--- src/rtl/aes_round_ctrl.sv ---
// AES-128 round sequencer.
// Steps the encryption through the initial AddRoundKey and then ten rounds of
// SubBytes, ShiftRows, MixColumns and AddRoundKey. Each stage gets a one-cycle
// enable and the FSM waits for that stage's done. A stalled stage times out
// after 15 cycles. abort_i cancels the sequence and returns to IDLE.
module aes_round_ctrl (
  input  logic       clk_i,
  input  logic       rst_n,
  input  logic       start_i,
  input  logic       abort_i,
  output logic       ready_o,
  output logic       sb_en_o,
  output logic       sr_en_o,
  output logic       mc_en_o,
  output logic       ark_en_o,
  input  logic       sb_done_i,
  input  logic       sr_done_i,
  input  logic       mc_done_i,
  input  logic       ark_done_i,
  output logic       last_round_o,
  output logic [3:0] round_o,
  output logic       done_o,
  output logic       error_o
);

  typedef enum logic [2:0] {
    S_IDLE     = 3'd0,
    S_INIT_ARK = 3'd1,
    S_SUB      = 3'd2,
    S_SHIFT    = 3'd3,
    S_MIX      = 3'd4,
    S_ADD      = 3'd5,
    S_DONE     = 3'd6
  } state_t;

  localparam logic [3:0] LAST_ROUND = 4'd10;
  localparam logic [3:0] TMO_LIMIT  = 4'd15;

  state_t     r_state;
  state_t     w_next;
  logic       r_first;     // high in the enable cycle of a stage state
  logic [3:0] r_cnt;       // cycles spent in the current stage
  logic [3:0] r_round;
  logic       w_in_stage;
  logic       w_stage_done;
  logic       w_done_ok;
  logic       w_tmo;

  // Next-state decode, done selection for the current stage, and timeout detection
  always_comb begin
    w_next       = r_state;
    w_in_stage   = 1'b0;
    w_stage_done = 1'b0;
    case (r_state)
      S_INIT_ARK: begin w_in_stage = 1'b1; w_stage_done = ark_done_i; end
      S_SUB:      begin w_in_stage = 1'b1; w_stage_done = sb_done_i;  end
      S_SHIFT:    begin w_in_stage = 1'b1; w_stage_done = sr_done_i;  end
      S_MIX:      begin w_in_stage = 1'b1; w_stage_done = mc_done_i;  end
      S_ADD:      begin w_in_stage = 1'b1; w_stage_done = ark_done_i; end
      default:    begin w_in_stage = 1'b0; w_stage_done = 1'b0;       end
    endcase

    // done is only honoured after the enable cycle
    w_done_ok = w_in_stage && !r_first && w_stage_done;
    w_tmo     = w_in_stage && !r_first && !w_stage_done && (r_cnt == TMO_LIMIT);

    case (r_state)
      S_IDLE: begin
        if (start_i) w_next = S_INIT_ARK;
      end
      S_INIT_ARK: begin
        if (w_done_ok)  w_next = S_SUB;
        else if (w_tmo) w_next = S_IDLE;
      end
      S_SUB: begin
        if (w_done_ok)  w_next = S_SHIFT;
        else if (w_tmo) w_next = S_IDLE;
      end
      S_SHIFT: begin
        if (w_done_ok)  w_next = S_MIX;
        else if (w_tmo) w_next = S_IDLE;
      end
      S_MIX: begin
        if (w_done_ok)  w_next = S_ADD;
        else if (w_tmo) w_next = S_IDLE;
      end
      S_ADD: begin
        if (w_done_ok)  w_next = (r_round == LAST_ROUND) ? S_DONE : S_SUB;
        else if (w_tmo) w_next = S_IDLE;
      end
      S_DONE: begin
        w_next = S_IDLE;
      end
      default: begin
        w_next = S_IDLE;
      end
    endcase

    // abort outranks every other transition
    if (abort_i && (r_state != S_IDLE)) w_next = S_IDLE;
  end

  // State register plus enable-cycle flag and stage timeout counter
  always_ff @(posedge clk_i or negedge rst_n) begin
    if (!rst_n) begin
      r_state <= S_IDLE;
      r_first <= 1'b0;
      r_cnt   <= 4'd0;
    end else begin
      r_state <= w_next;
      if (w_next != r_state) begin
        r_first <= 1'b1;
        r_cnt   <= 4'd0;
      end else begin
        r_first <= 1'b0;
        if (w_in_stage && (r_cnt != TMO_LIMIT)) r_cnt <= r_cnt + 4'd1;
      end
    end
  end

  // Round counter: 1 after the initial key add, +1 per completed round, 0 in IDLE
  always_ff @(posedge clk_i or negedge rst_n) begin
    if (!rst_n) begin
      r_round <= 4'd0;
    end else if (w_next == S_IDLE) begin
      r_round <= 4'd0;
    end else if ((r_state == S_INIT_ARK) && (w_next == S_SUB)) begin
      r_round <= 4'd1;
    end else if ((r_state == S_ADD) && (w_next == S_SUB)) begin
      r_round <= r_round + 4'd1;
    end
  end

  // Output decode; the final round skips MixColumns but still waits for its done
  always_comb begin
    ready_o      = (r_state == S_IDLE);
    sb_en_o      = r_first && (r_state == S_SUB);
    sr_en_o      = r_first && (r_state == S_SHIFT);
    mc_en_o      = r_first && (r_state == S_MIX) && (r_round != LAST_ROUND);
    ark_en_o     = r_first && ((r_state == S_INIT_ARK) || (r_state == S_ADD));
    last_round_o = (r_round == LAST_ROUND);
    round_o      = r_round;
    done_o       = (r_state == S_DONE) && !abort_i;
    error_o      = w_tmo && !abort_i;
  end

endmodule

--- config.mk ---
export PLATFORM = sky130hd
export DESIGN_NAME = aes_round_ctrl
export DESIGN_NICKNAME = d
export VERILOG_FILES = /design/src/rtl/aes_round_ctrl.sv
export SDC_FILE = /design/constraint.sdc
export NUM_CORES = 1
export LEC_CHECK = 0
export ABC_AREA = 1
export CAP_MARGIN = 20
export CORE_MARGIN = 8
export CORE_UTILIZATION = 40
export DETAILED_ROUTE_END_ITERATION = 16
export PLACE_DENSITY_LB_ADDON = 0.15
export SYNTH_ARGS = -nofsm -noshare
export SYNTH_HDL_FRONTEND = slang
export SYNTH_SLANG_ARGS = --single-unit
export TNS_END_PERCENT = 5
--- constraint.sdc ---
create_clock -name clk_i -period 1.65 [get_ports clk_i]
set_input_delay 0.33 -clock clk_i [delete_from_list [all_inputs] [get_ports clk_i]]
set_output_delay 0.33 -clock clk_i [all_outputs]
set_load 0.02 [all_outputs]
# [After elaboration in Yosys (flattened, before gate mapping)]
# Cells that the tools add are included.
[classes] addsub=2 mux=18 n_eq_ne=12 n_reduce_logical=26
[op_table] cell="3-bit 2-to-1 mux" n=9
[op_table] cell="4-bit 2-to-1 mux" n=5
[op_table] cell="3-bit one-hot mux with 6 select lines" n=1
[op_table] cell="1-bit logical AND" n=15
[op_table] cell="3-bit by 2-bit equality test with 1-bit output (second input constant)" n=3
[op_table] cell="3-bit equality test (second input constant)" n=3
[op_table] cell="4-bit by 1-bit adder with 4-bit output (second input constant)" n=2
[op_table] cell="4-bit equality test (second input constant)" n=2
[op_table] cell="4-bit inequality test (second input constant)" n=2
[op_table] cell="3-bit zero test" n=2
[op_table] cell="3-bit nonzero test" n=2
[op_table] cell="5-bit OR reduction" n=1
[op_table] cell="1-bit one-hot mux with 4 select lines" n=1
[op_table] cell="3-bit by 1-bit equality test with 1-bit output (second input constant)" n=1
[op_table] cell="1-bit zero test" n=3
[op_table] cell="3-bit inequality test" n=1
[op_table] cell="1-bit 2-to-1 mux" n=2
[op_table] cell="2-bit nonzero test" n=1
[op_table] cell="2-bit OR reduction" n=1
[op_table] cell="1-bit logical OR" n=1
[totals] regBits=12 wordCells=62

# [Depth between registers and ports, before layout]
[logic_depth] ltp_word=15 mapped_depth=14 mapped_depth_nobuf=13

# [Worst setup path after synthesis]
# Ideal clock, no wire load.
[synth_path] path_kind="reg2reg" from="reg r_round[0], in the netlist round_o[0]" to="reg r_cnt[1]" stages_incl_launch_ff=12 period_less_slack_ps=1815 n_path_buf=0 t_arrival_ps=1735 t_required_ps=1570 setup_slack_ps=-165 path_cell_list="dfrtp_1 > inv_1 > ha_1 > nand2_1 > nor2_1 > nand3b_1 > nand2_1 > nand2_1 > nand3_1 > nand2_1 > nand2_2 > nor3_2"
[synth_via] elab_chain_len=7 word_cells_on_any_way=8 classes_between="eq/ne (2); mux (5); reduce/logical (1)"
[synth_lines] item="start, declared" line_no="43" source="logic [3:0] r_round;"
[synth_lines] item="start signal, assigned" line_no="130" source="r_round <= r_round + 4'd1;"
[synth_lines] item="4-bit equality test *"
[synth_lines] item="via last_round_o" line_no="20" source="output logic last_round_o,"
[synth_lines] item="3-bit 2-to-1 mux * (2 in a row)" line_no="88" source="if (w_done_ok) w_next = (r_round == LAST_ROUND) ? S_DONE : S_SUB;"
[synth_lines] item="3-bit one-hot mux with 6 select lines *" line_no="67" source="case (r_state)"
[synth_lines] item="3-bit 2-to-1 mux *" line_no="100" source="if (abort_i && (r_state != S_IDLE)) w_next = S_IDLE;"
[synth_lines] item="3-bit inequality test *" line_no="111" source="if (w_next != r_state) begin"
[synth_lines] item="4-bit 2-to-1 mux / 2-bit nonzero test (equally long branches)"
[synth_lines] item="end signal, assigned" line_no="116" source="if (w_in_stage && (r_cnt != TMO_LIMIT)) r_cnt <= r_cnt + 4'd1;"
[synth_lines] item="end, declared" line_no="42" source="logic [3:0] r_cnt;"
# Mark *: on every way through the listed nets, which the timed path passes. The rest lies on a longest branch.
# A chain may end at the register's enable or synchronous reset.

# [Worst setup path after layout]
[layout_path] from="reg r_state[1]" to="reg r_round[0], in the netlist round_o[0]"
[layout_via] elab_chain_len=14 word_cells_on_any_way=33 classes_between="eq/ne (6); mux (13); reduce/logical (14)"
[layout_lines] item="start, declared" line_no="39" source="state_t r_state;"
[layout_lines] item="start signal, assigned" line_no="110" source="r_state <= w_next;"
[layout_lines] item="3-bit by 1-bit equality test with 1-bit output, or another cell as far along" line_no="54, 67, 127"
[layout_lines] item="2-bit OR reduction (no line) / 5-bit OR reduction (equally long branches)"
[layout_lines] item="1-bit one-hot mux with 4 select lines / 1-bit 2-to-1 mux (equally long branches)" line_no="54" source="case (r_state)"
[layout_lines] item="1-bit zero test / 1-bit logical AND (equally long branches)" line_no="65, 64"
[layout_lines] item="1-bit logical AND (2 in a row)" line_no="65" source="w_tmo = w_in_stage && !r_first && !w_stage_done && (r_cnt == TMO_LIMIT);"
[layout_lines] item="3-bit 2-to-1 mux"
[layout_lines] item="3-bit 2-to-1 mux (on tied branches)"
[layout_lines] item="3-bit one-hot mux with 6 select lines" line_no="67"
[layout_lines] item="3-bit 2-to-1 mux" line_no="100"
[layout_lines] item="3-bit by 2-bit equality test with 1-bit output" line_no="127, 129"
[layout_lines] item="1-bit logical AND" line_no="127" source="end else if ((r_state == S_INIT_ARK) && (w_next == S_SUB)) begin"
[layout_lines] item="4-bit 2-to-1 mux" line_no="127"
[layout_lines] item="4-bit 2-to-1 mux" line_no="125" source="end else if (w_next == S_IDLE) begin"
# Parallel ways exist; a longest one is shown, timed or not.

==> impl_results.md <==
* Outcome: complete, but fails checks
* Failing checks: negative setup slack
* Mapped Cells at 129
* Netlist Area Pre-Place at 983 µm²
* Switching portion of total power at 45.4%
* Total chip power at 2.26 mW
* Synthesized area per cell at 7.62 µm²
* XOR/XNOR share of the synthesized area at 2.67%
* Vias/cell at 4.92
* CP cell instances: nor2_4 -> nand2_4 -> nand4_1 -> buf_4 -> nand2_4 -> a21oi_4 -> nand2_4 -> nor2_4 -> nand2_4 -> nand3_2 -> nand2_2
* Max Fclk at 563 MHz
* Crit path buf inv count at 1
* Die Span Y at 65.6 µm
* Fin. max-slew vios at 0
* Largest net degree at the start of global routing at 13
* Global placement routability congestion at 0.801
* Area grow syn2layout at 61.1%
* Clk pwr share at 10.5%
* Synth cell types at 25
* I/O Pins at 20
* Initial Util at 40.8%
* Sw Pwr at 1.03 mW
* Clk sinks at 12
* Die Wd at 65.6 µm
* Sequential share of power at 18.9%
* Seq cells post-synth at 12
* Util after Layout at 65.7%
* Crit path max fanout at 6
* Global route overflow at 0
* Critical path's largest stage delay at 490 ps
* Post-DP HPWL at 2.10 mm
* Simple-gate share of the synthesized area at 44.9%
* Inst Count DP at 203
* Critical path startpoint category: register
* Final setup fails at 13
* First-pass GRT wire length at 4.69 mm
* Setup TNS at -1180 ps
* Crit. End Element: register
* Final nets at 195
* Clock Path Buffers at 2
* Multi-input gate area at 701 µm²
* Sequential cell area at 304 µm²
* RSZ-0062 raised after global routing: true
* Vias at 1,049
* Maximum vdd ir drop at 0.836 mV
* Synth Area in Compound Gates at 7.12%
* Crit Path Class: register to register
* Initial antenna violation count at 0
* Total wire length at 2.77 mm
* Most common cell after layout, fill and taps aside: buf_4
* Adder-cell share of the synthesized area at 3.82%
* Layout cells sized above 1 at 51.4%
* PD cells at 1430 nW/µm²
* Reg2Reg Depth at 11
* Reg2Reg Setup Slack at -130 ps
* Mux cell area share after synthesis at 1.02%
* First-pass DRT Iterations at 4
* Final cell count without fillers at 213
* Lkg Pwr at 0.826 nW
* Stages on the worst setup path at 11
* Max_slew headroom at 61.9%
* Worst Skew at 4.96 ps
* Post-DRT Antenna Nets at 0
* Syn Nets at 140
* TritonCTS clock tree: done
* Routed len/inst at 13.0 µm
* DRT iter0 DRCs at 31
* Site Rows at 18
* Fin. Hold Viols at 0
* Worst Hold Slack at 415 ps
* DRC at 0
* Number of global-route vias before repair at 1,078
* Worst-margin pin slew at 569 ps
* Internal cell power at 1.23 mW
* IO buf count at 19
* Largest family of logic cells by synthesized area: simple AND/OR/NAND/NOR gates
* Num CTS Buffers at 3
* Die area at 4300 µm²
* Crit-path slowest cell: dfrtp_2
* Worst skew pair latency at 270 ps
* Final WS setup at -127 ps
* Final min period at 1780 ps
* Crit-path most repeated cell: nand2_4
* Final period util at 108%
* Yosys warns at 0
* # fillers at 204
* # diodes at 0
* CP delay by family, top: simple AND/OR/NAND/NOR gates
* Reg clk slew, reported paths at 80 ps
* Commonest cells after routing, fill and taps aside: buf_4 (37), nand2_1 (21), inv_1 (15)
* Core area at 2410 µm²
* Overall routing resource usage at 13.3%
* Combinational cell fraction of total power at 70.6%
* Critical path arrival at 1940 ps
* Required @ worst endpoint at 1810 ps
* # Max-Cap Violations at 0
* Sequential area share after synthesis at 30.5%
* Tightest Hold Check Type: input port to asynchronous set/reset pin
* Root buffer cell: clkbuf_4
* H-tree level count at 1
cells in the mapped netlist, drive strengths merged:
cell type	instances	share of area, %
a21oi	3	2.7
buf	2	2.3
dfrtp	12	31
ha	3	3.8
inv	20	7.6
mux2i	1	1.0
nand2	40	20
nand3	16	9.4
nand3b	1	0.76
nand4	5	3.2
nor2	12	5.6
nor3	7	5.6
o2111ai	2	1.8
o211ai	1	0.76
o21bai	1	1.9
xnor2	1	0.89
xor2	2	1.8
layout make-up:
cell class	count	area share [%]
Multi-Input combinational cell	95	44.2
Timing Repair Buffer	52	26.9
Inverter	20	5.06
Sequential cell	12	19.2
Tap cell	30	2.37
Clock buffer	4	2.29
per-stage QoR:
step,cell area (µm²),setup slack (ps)
3_5_place_dp,1400,-448
4_1_cts,1510,-140
6_report,1580,-127
5_1_grt,1580,-247
2_1_floorplan,991,-71.5
3_3_place_gp,1400,-425
worst reg2reg max path, cell delays in order (launching register included):
cell and delay (ps):
dfrtp_2 490, nor2_4 150, nand2_4 70, nand4_1 110
buf_4 160, nand2_4 50, a21oi_4 170, nand2_4 80
nor2_4 160, nand2_4 90, nand3_2 80, nand2_2 50
flip-flops by register name (all words and copies together), names as in the netlist:
register,cells
r_first,1
r_cnt,4
r_state,3
round_o,4
path summary, 6_finish.rpt:
check                                        from                endpoint
max                          r_state[1]$_DFF_PN0_  round_o[0]$_DFFE_PN0P_
min                                         rst_n  round_o[2]$_DFFE_PN0P_
max reg2reg                  r_state[1]$_DFF_PN0_  round_o[0]$_DFFE_PN0P_
min reg2reg                round_o[3]$_DFFE_PN0P_  round_o[3]$_DFFE_PN0P_
max in group asynchronous                   rst_n    r_state[2]$_DFF_PN0_
min in group clk_i         round_o[3]$_DFFE_PN0P_  round_o[3]$_DFFE_PN0P_
layer usage:
metal	GRT usage [%]	up-vias	part of all wire [%]
met3	2.89	2	3.8
li1	-	530	-
met5	0	-	0
met2	24.8	13	53
met4	4.09	0	0.69
met1	14.6	504	42
power groups by stage:
stage               Sequential, mW  Clock (mW)  Combinational (mW)
finish                       0.426       0.238                1.60
global route                 0.431       0.271                1.72
CTS                          0.417       0.245                1.45
detailed placement           0.415           0                1.33
global placement             0.410           0                1.30
floorplan                    0.416           0               0.830
logic make-up after synthesis:
logic type	after synthesis
and+or+nand+nor	81
adders and majority gates	3
buffers and inverters	22
muxes	1
xor gates and xnor gates	3
DFF	12
AOI/OAI and AO/OA	7
what timing repair did:
| item | CTS | global route |
|---|---|---|
| endpoints found under the setup margin | 22 | 20 |
| pin swaps | 14 | 18 |
| hold buffers | 0 | 0 |
| setup buffers | 5 | 1 |
| resized for setup | 60 | 21 |
No activity file was read; power rests on OpenSTA's default activity.
